### src/rtl/dec10b8b_stage.sv
// 8b/10b decoder stage: turns one 10-bit symbol per cycle back into {K, HGFEDCBA},
// tracks running disparity and flags code and disparity violations. Fixed 1-cycle latency.
module dec10b8b_stage #(
    parameter int unsigned DISP_CHECK = 1,
    parameter logic        RESET_RD   = 1'b0
) (
    input  logic       clk,
    input  logic       reset,
    input  logic       pushin,
    input  logic [9:0] datain,
    input  logic       startin,
    output logic       pushout,
    output logic [8:0] dataout,
    output logic       startout,
    output logic       code_err,
    output logic       disp_err,
    output logic       rd
);

    logic       pushout_q, startout_q, code_err_q, disp_err_q, rd_q;
    logic [8:0] dataout_q;
    logic [8:0] dataout_d;
    logic       code_err_d, disp_err_d, rd_d;

    logic [5:0] s6;
    logic [3:0] f4, f4n;
    logic [4:0] x5;
    logic [2:0] y3, ones6, ones4;
    logic       v6, v4, k28, a7, p7, k28_ok, k_flag;
    logic       rd_in, rd_mid, de6, de4;
    logic       alt_needed, kx7;

    // Sub-blocks rearranged so literals read in transmission order: abcdei and fghj.
    assign s6 = {datain[0], datain[1], datain[2], datain[3], datain[4], datain[5]};
    assign f4 = {datain[6], datain[7], datain[8], datain[9]};
    // K28 after 110000 carries the 4b in complement sense; fold it back to one table.
    assign f4n = (k28 && s6 == 6'b110000) ? ~f4 : f4;

    always_comb begin
        v6  = 1'b1;
        k28 = 1'b0;
        x5  = 5'd0;
        case (s6)
            6'b100111, 6'b011000: x5 = 5'd0;
            6'b011101, 6'b100010: x5 = 5'd1;
            6'b101101, 6'b010010: x5 = 5'd2;
            6'b110001:            x5 = 5'd3;
            6'b110101, 6'b001010: x5 = 5'd4;
            6'b101001:            x5 = 5'd5;
            6'b011001:            x5 = 5'd6;
            6'b111000, 6'b000111: x5 = 5'd7;
            6'b111001, 6'b000110: x5 = 5'd8;
            6'b100101:            x5 = 5'd9;
            6'b010101:            x5 = 5'd10;
            6'b110100:            x5 = 5'd11;
            6'b001101:            x5 = 5'd12;
            6'b101100:            x5 = 5'd13;
            6'b011100:            x5 = 5'd14;
            6'b010111, 6'b101000: x5 = 5'd15;
            6'b011011, 6'b100100: x5 = 5'd16;
            6'b100011:            x5 = 5'd17;
            6'b010011:            x5 = 5'd18;
            6'b110010:            x5 = 5'd19;
            6'b001011:            x5 = 5'd20;
            6'b101010:            x5 = 5'd21;
            6'b011010:            x5 = 5'd22;
            6'b111010, 6'b000101: x5 = 5'd23;
            6'b110011, 6'b001100: x5 = 5'd24;
            6'b100110:            x5 = 5'd25;
            6'b010110:            x5 = 5'd26;
            6'b110110, 6'b001001: x5 = 5'd27;
            6'b001110:            x5 = 5'd28;
            6'b101110, 6'b010001: x5 = 5'd29;
            6'b011110, 6'b100001: x5 = 5'd30;
            6'b101011, 6'b010100: x5 = 5'd31;
            6'b001111, 6'b110000: begin
                x5  = 5'd28;
                k28 = 1'b1;
            end
            default: v6 = 1'b0;
        endcase
    end

    always_comb begin
        v4 = 1'b1;
        a7 = 1'b0;
        p7 = 1'b0;
        y3 = 3'd0;
        case (f4n)
            4'b1011, 4'b0100: y3 = 3'd0;
            4'b1001:          y3 = 3'd1;
            4'b0101:          y3 = 3'd2;
            4'b1100, 4'b0011: y3 = 3'd3;
            4'b1101, 4'b0010: y3 = 3'd4;
            4'b1010:          y3 = 3'd5;
            4'b0110:          y3 = 3'd6;
            4'b1110, 4'b0001: begin
                y3 = 3'd7;
                p7 = 1'b1;
            end
            4'b0111, 4'b1000: begin
                y3 = 3'd7;
                a7 = 1'b1;
            end
            default: v4 = 1'b0;
        endcase
    end

    assign k28_ok = (f4n == 4'b0100) || (f4n == 4'b1001) || (f4n == 4'b0101) ||
                    (f4n == 4'b0011) || (f4n == 4'b0010) || (f4n == 4'b1010) ||
                    (f4n == 4'b0110) || (f4n == 4'b1000);

    assign ones6 = 3'($countones(s6));
    assign ones4 = 3'($countones(f4));
    assign rd_in = startin ? RESET_RD : rd_q;

    always_comb begin
        if (ones6 > 3'd3 || s6 == 6'b000111) begin
            rd_mid = 1'b1;
        end else if (ones6 < 3'd3 || s6 == 6'b111000) begin
            rd_mid = 1'b0;
        end else begin
            rd_mid = rd_in;
        end
        if (ones4 > 3'd2 || f4 == 4'b0011) begin
            rd_d = 1'b1;
        end else if (ones4 < 3'd2 || f4 == 4'b1100) begin
            rd_d = 1'b0;
        end else begin
            rd_d = rd_mid;
        end
    end

    assign de6 = (ones6 < 3'd2) || (ones6 > 3'd4) ||
                 (ones6 == 3'd4 && rd_in) || (ones6 == 3'd2 && !rd_in) ||
                 (s6 == 6'b000111 && !rd_in) || (s6 == 6'b111000 && rd_in);
    assign de4 = (ones4 == 3'd0) || (ones4 == 3'd4) ||
                 (ones4 == 3'd3 && rd_mid) || (ones4 == 3'd1 && !rd_mid) ||
                 (f4 == 4'b0011 && !rd_mid) || (f4 == 4'b1100 && rd_mid);

    // A7 is mandatory exactly where P7 would create a run of five.
    assign alt_needed = ((x5 == 5'd17 || x5 == 5'd18 || x5 == 5'd20) && !rd_mid) ||
                        ((x5 == 5'd11 || x5 == 5'd13 || x5 == 5'd14) && rd_mid);
    assign kx7 = (x5 == 5'd23) || (x5 == 5'd27) || (x5 == 5'd29) || (x5 == 5'd30);

    always_comb begin
        k_flag     = 1'b0;
        code_err_d = !v6 || !v4;
        if (k28) begin
            k_flag = 1'b1;
            if (!k28_ok) code_err_d = 1'b1;
        end else if (a7) begin
            if (kx7) k_flag = 1'b1;
            else if (!alt_needed) code_err_d = 1'b1;
        end else if (p7 && alt_needed) begin
            code_err_d = 1'b1;
        end
        dataout_d  = code_err_d ? 9'h000 : {k_flag, y3, x5};
        disp_err_d = (DISP_CHECK != 0) && (de6 || de4);
    end

    always_ff @(posedge clk or posedge reset) begin
        if (reset) begin
            pushout_q  <= 1'b0;
            dataout_q  <= 9'h000;
            startout_q <= 1'b0;
            code_err_q <= 1'b0;
            disp_err_q <= 1'b0;
            rd_q       <= RESET_RD;
        end else begin
            pushout_q <= pushin;
            if (pushin) begin
                dataout_q  <= dataout_d;
                startout_q <= startin;
                code_err_q <= code_err_d;
                disp_err_q <= disp_err_d;
                rd_q       <= rd_d;
            end
        end
    end

    assign pushout  = pushout_q;
    assign dataout  = dataout_q;
    assign startout = startout_q;
    assign code_err = code_err_q;
    assign disp_err = disp_err_q;
    assign rd       = rd_q;

endmodule

### config.mk
export PLATFORM = sky130hd
export DESIGN_NAME = dec10b8b_stage
export DESIGN_NICKNAME = d
export VERILOG_FILES = /design/src/rtl/dec10b8b_stage.sv
export SDC_FILE = /design/constraint.sdc
export NUM_CORES = 1
export LEC_CHECK = 0
export BUFFER_PORTS_ARGS = -buffer_cell sky130_fd_sc_hd__buf_4
export CAP_MARGIN = 40
export CORE_ASPECT_RATIO = 1.25
export CORE_UTILIZATION = 55
export DETAILED_ROUTE_END_ITERATION = 7
export HOLD_SLACK_MARGIN = 0.1
export PLACE_DENSITY = 0.82
export REMOVE_ABC_BUFFERS = 1
export SLEW_MARGIN = 20
export SYNTH_ARGS = -nofsm -noshare
export SYNTH_HDL_FRONTEND = slang
export SYNTH_SLANG_ARGS = --single-unit
### constraint.sdc
create_clock -name clk -period 6.25 [get_ports clk]
set_input_delay 0.9375 -clock clk [delete_from_list [all_inputs] [get_ports clk]]
set_output_delay 0.9375 -clock clk [all_outputs]
set_load 0.02 [all_outputs]
==> flow_summary_export.csv <==
group,metric,value,unit
setup_path,worstSetupPathType,"in -> reg",
clock_network,clock_sinks,14,
clock_network,ctsResizeCount,0,
placed_design,placed_cells,365,
setup_path,cp.arrival,4590,ps
synth,yosysSeqAreaShare,0.1516,
setup_path,critPathCaptureType,"flip-flop",
routing,drc,0,
die,die_h,74.47,um
clock_network,clock_latency,260,ps
power,clkPwrFrac,0.219,
cells_and_area,multi_input_area,1759,um^2
global_route,grt_usage,0.2776,
clock_network,clock_path_buffers,2,
synth,async_flop_share,1.000,
placed_design,io_buffers,27,
job,maxCapViolCount,0,
power,pwr-share-seq,0.269,
die,core_region_area,4066,um^2
global_route,gr-total-overflow,0,
synth,synth-seq-cells,14,
timing,finalSetupViolations,0,
synth,synth_area,2311,um^2
clock_network,cts_hold_buf,0,
die,ios,28,
cells_and_area,fillers,370,
routing,vias,2441,
timing,fin_worst_skew,3.436,ps
power,comb_power_share,0.512,
synth,synth.distinct_cells,69,
setup_path,start_kind,"input pin",
cells_and_area,fin_util,0.6178,
timing,slew_violations,0,
placed_design,place_congestion,0.9238,
run_status,status,"finished, final reports clean",
placed_design,dp_hpwl,4465,um
power,swShare,0.4112,
power,p_per_area,164.8,nW/um^2
cells_and_area,areaGrowthSynthToFinish,8.717,%
timing,fin_tns_setup,0,ps
timing,rsz0062_at_grt,"no",
clock_network,cts_inserted_buffers,3,
timing,period_needed,4435,ps
power,peakVddDrop,0.07459,mV
timing,slew_headroom,0.4673,
routing,drtAntennaViolNets,0,
routing,drt-initial-drc-count,153,
synth,yosysWarnings,0,
routing,firstDrtPassIters,4,
worst_hold_path,hold_class,"reg -> reg",
timing,timing.final.ws_setup,1815,ps
routing,drt_wl_total,5851,um
synth,dominantRegCellSynth,"dfrtp_1",
cells_and_area,stdcell_count,369,
cells_and_area,drive_gt1_frac,0.1565,
clock_network,cts_setup_buffers,0,
placed_design,post_dp_cell_area,2457,um^2
die,die_x,59.98,um
global_route,grt_antenna_before_repair,0,
die,fp-row-count,26,
cells_and_area,n_antenna_cell,0,
cells_and_area,ff_latch_area,350.3,um^2
timing,hold_viol_final,0,
timing,fmax,225.5,MHz
global_route,grt_max_degree,35,
synth,syn_avg_cell_area,7.577,um^2
power,intPower,243.8,uW
placed_design,pre_cts_ws,1593,ps
die,start_util,0.5683,
timing,post-route-period-util,0.7096,
power,p_leak,1.052,nW
routing,routed_via_density,6.615,
synth,synth-edff-count,0,
clock_network,clk_pin_slew,60,ps
synth,synth_cells,305,
global_route,grt_pass1_wl,9639,um
cells_and_area,design_area,2512,um^2
setup_path,cp_max_fo,34,
power,finalPower,414.1,uW
power,power_switching,170.3,uW
global_route,grt_pass1_vias,2184,
die,dieArea,4466,um^2
timing,hold_ws,505.1,ps
routing,wl_per_cell,15.86,um
cells_and_area,fin_nets,342,
setup_path,cp.required,6410,ps
clock_network,tritoncts,"yes",
clock_network,root_buffer,"clkbuf_8",
timing,worst_pin_slew,779.0,ps
clock_network,htree_levels,1,
[cells in the final DEF (no fill, tap or decap), types with 3 or more instances in the layout]
| cell type | instances |
|---|---|
| a22oi_1 | 3 |
| nor3_1 | 5 |
| inv_1 | 20 |
| o21ai_0 | 16 |
| xor2_1 | 3 |
| nor2_1 | 25 |
| clkbuf_8 | 4 |
| o31ai_1 | 4 |
| nor4_2 | 3 |
| nand3b_1 | 3 |
| nand2_1 | 23 |
| o32a_1 | 3 |
| o41ai_2 | 6 |
| a32oi_1 | 3 |
| nand3_1 | 8 |
| dfrtp_1 | 14 |
| buf_4 | 27 |
| and3_1 | 3 |
| o21a_1 | 3 |
| o211ai_1 | 4 |
| a21oi_1 | 28 |
| fa_1 | 4 |
| nor3b_1 | 3 |
| ha_1 | 10 |
| nand2b_1 | 10 |
| nor2b_1 | 6 |
| a31oi_1 | 8 |
| nand4b_1 | 5 |
| mux2i_1 | 3 |
| or4_1 | 3 |
| nor4_1 | 3 |
| a211oi_1 | 5 |
[registers in the layout (all words and copies together) (netlist names)]
register,flops
code_err,1
disp_err,1
rd,1
dataout,9
pushout,1
startout,1
[cell type report]
class,count,share of cell area
clock buffer,4,0.02191
inverter,20,0.02988
multi-input combinational,248,0.7002
sequential,14,0.1394
tap,56,0.02789
timing repair buffer,27,0.08068
[synth_stat cells, types with 6 or more instances]
master,number,area [um^2]
a21oi_1,28,140.1
a31oi_1,8,50.05
clkbuf_1,11,41.29
dfrtp_1,14,350.3
ha_1,10,125.1
inv_1,20,75.07
nand2_1,23,86.33
nand2b_1,10,62.56
nand3_1,8,40.04
nor2_1,25,93.84
nor2b_1,6,37.54
o21ai_0,16,80.08
o41ai_2,6,97.59
[metal layers]
metal | GRT usage | wire, um
met3 | 0.02957 | 312
met5 | 0 | 0
met4 | 0.1499 | 242
met1 | 0.3284 | 2341
met2 | 0.4840 | 2954
[cell families after synthesis]
group	count (synthesis)	share of synthesized area
buffers and inverters	43	0.08717
AO/OA/AOI/OAI	110	0.3503
AND/OR/NAND/NOR	115	0.2843
flip-flops	14	0.1516
XOR/XNOR	4	0.01516
multiplexers	5	0.02274
adder cells (fa/ha/maj)	14	0.08879
[power groups by stage]
stage / registers (mW) / clock network (mW) / logic, mW
final: 0.111 / 0.0908 / 0.212
after global placement: 0.112 / 0 / 0.203
after floorplan: 0.128 / 0 / 0.122
after detailed placement: 0.113 / 0 / 0.209
after CTS: 0.111 / 0.0885 / 0.210
after global routing: 0.113 / 0.0929 / 0.231
[final timing paths]
path	from	end	slack (ps)	depth (start not counted)
worst max-delay path	datain[3]	dataout[6]	1820	13
worst min-delay path	dataout[2]	dataout[2]	510	2
worst max register to register	rd	dataout[6]	3860	7
worst min register to register	dataout[2]	dataout[2]	510	2
max in group asynchronous	reset	code_err	5200	2
min in group asynchronous	reset	dataout[3]	710	2
[worst max-delay path, stage by stage]
cell and delay (ps):
buf_4 210, fa_1 500, inv_1 50, fa_1 470, inv_1 40, ha_1 180, fa_1 500, a311oi_2 460
nand4b_1 180, nor4_1 280, a211oi_1 110, and2_1 310, o41ai_2 350
No activity file was read; power rests on OpenSTA's default activity.
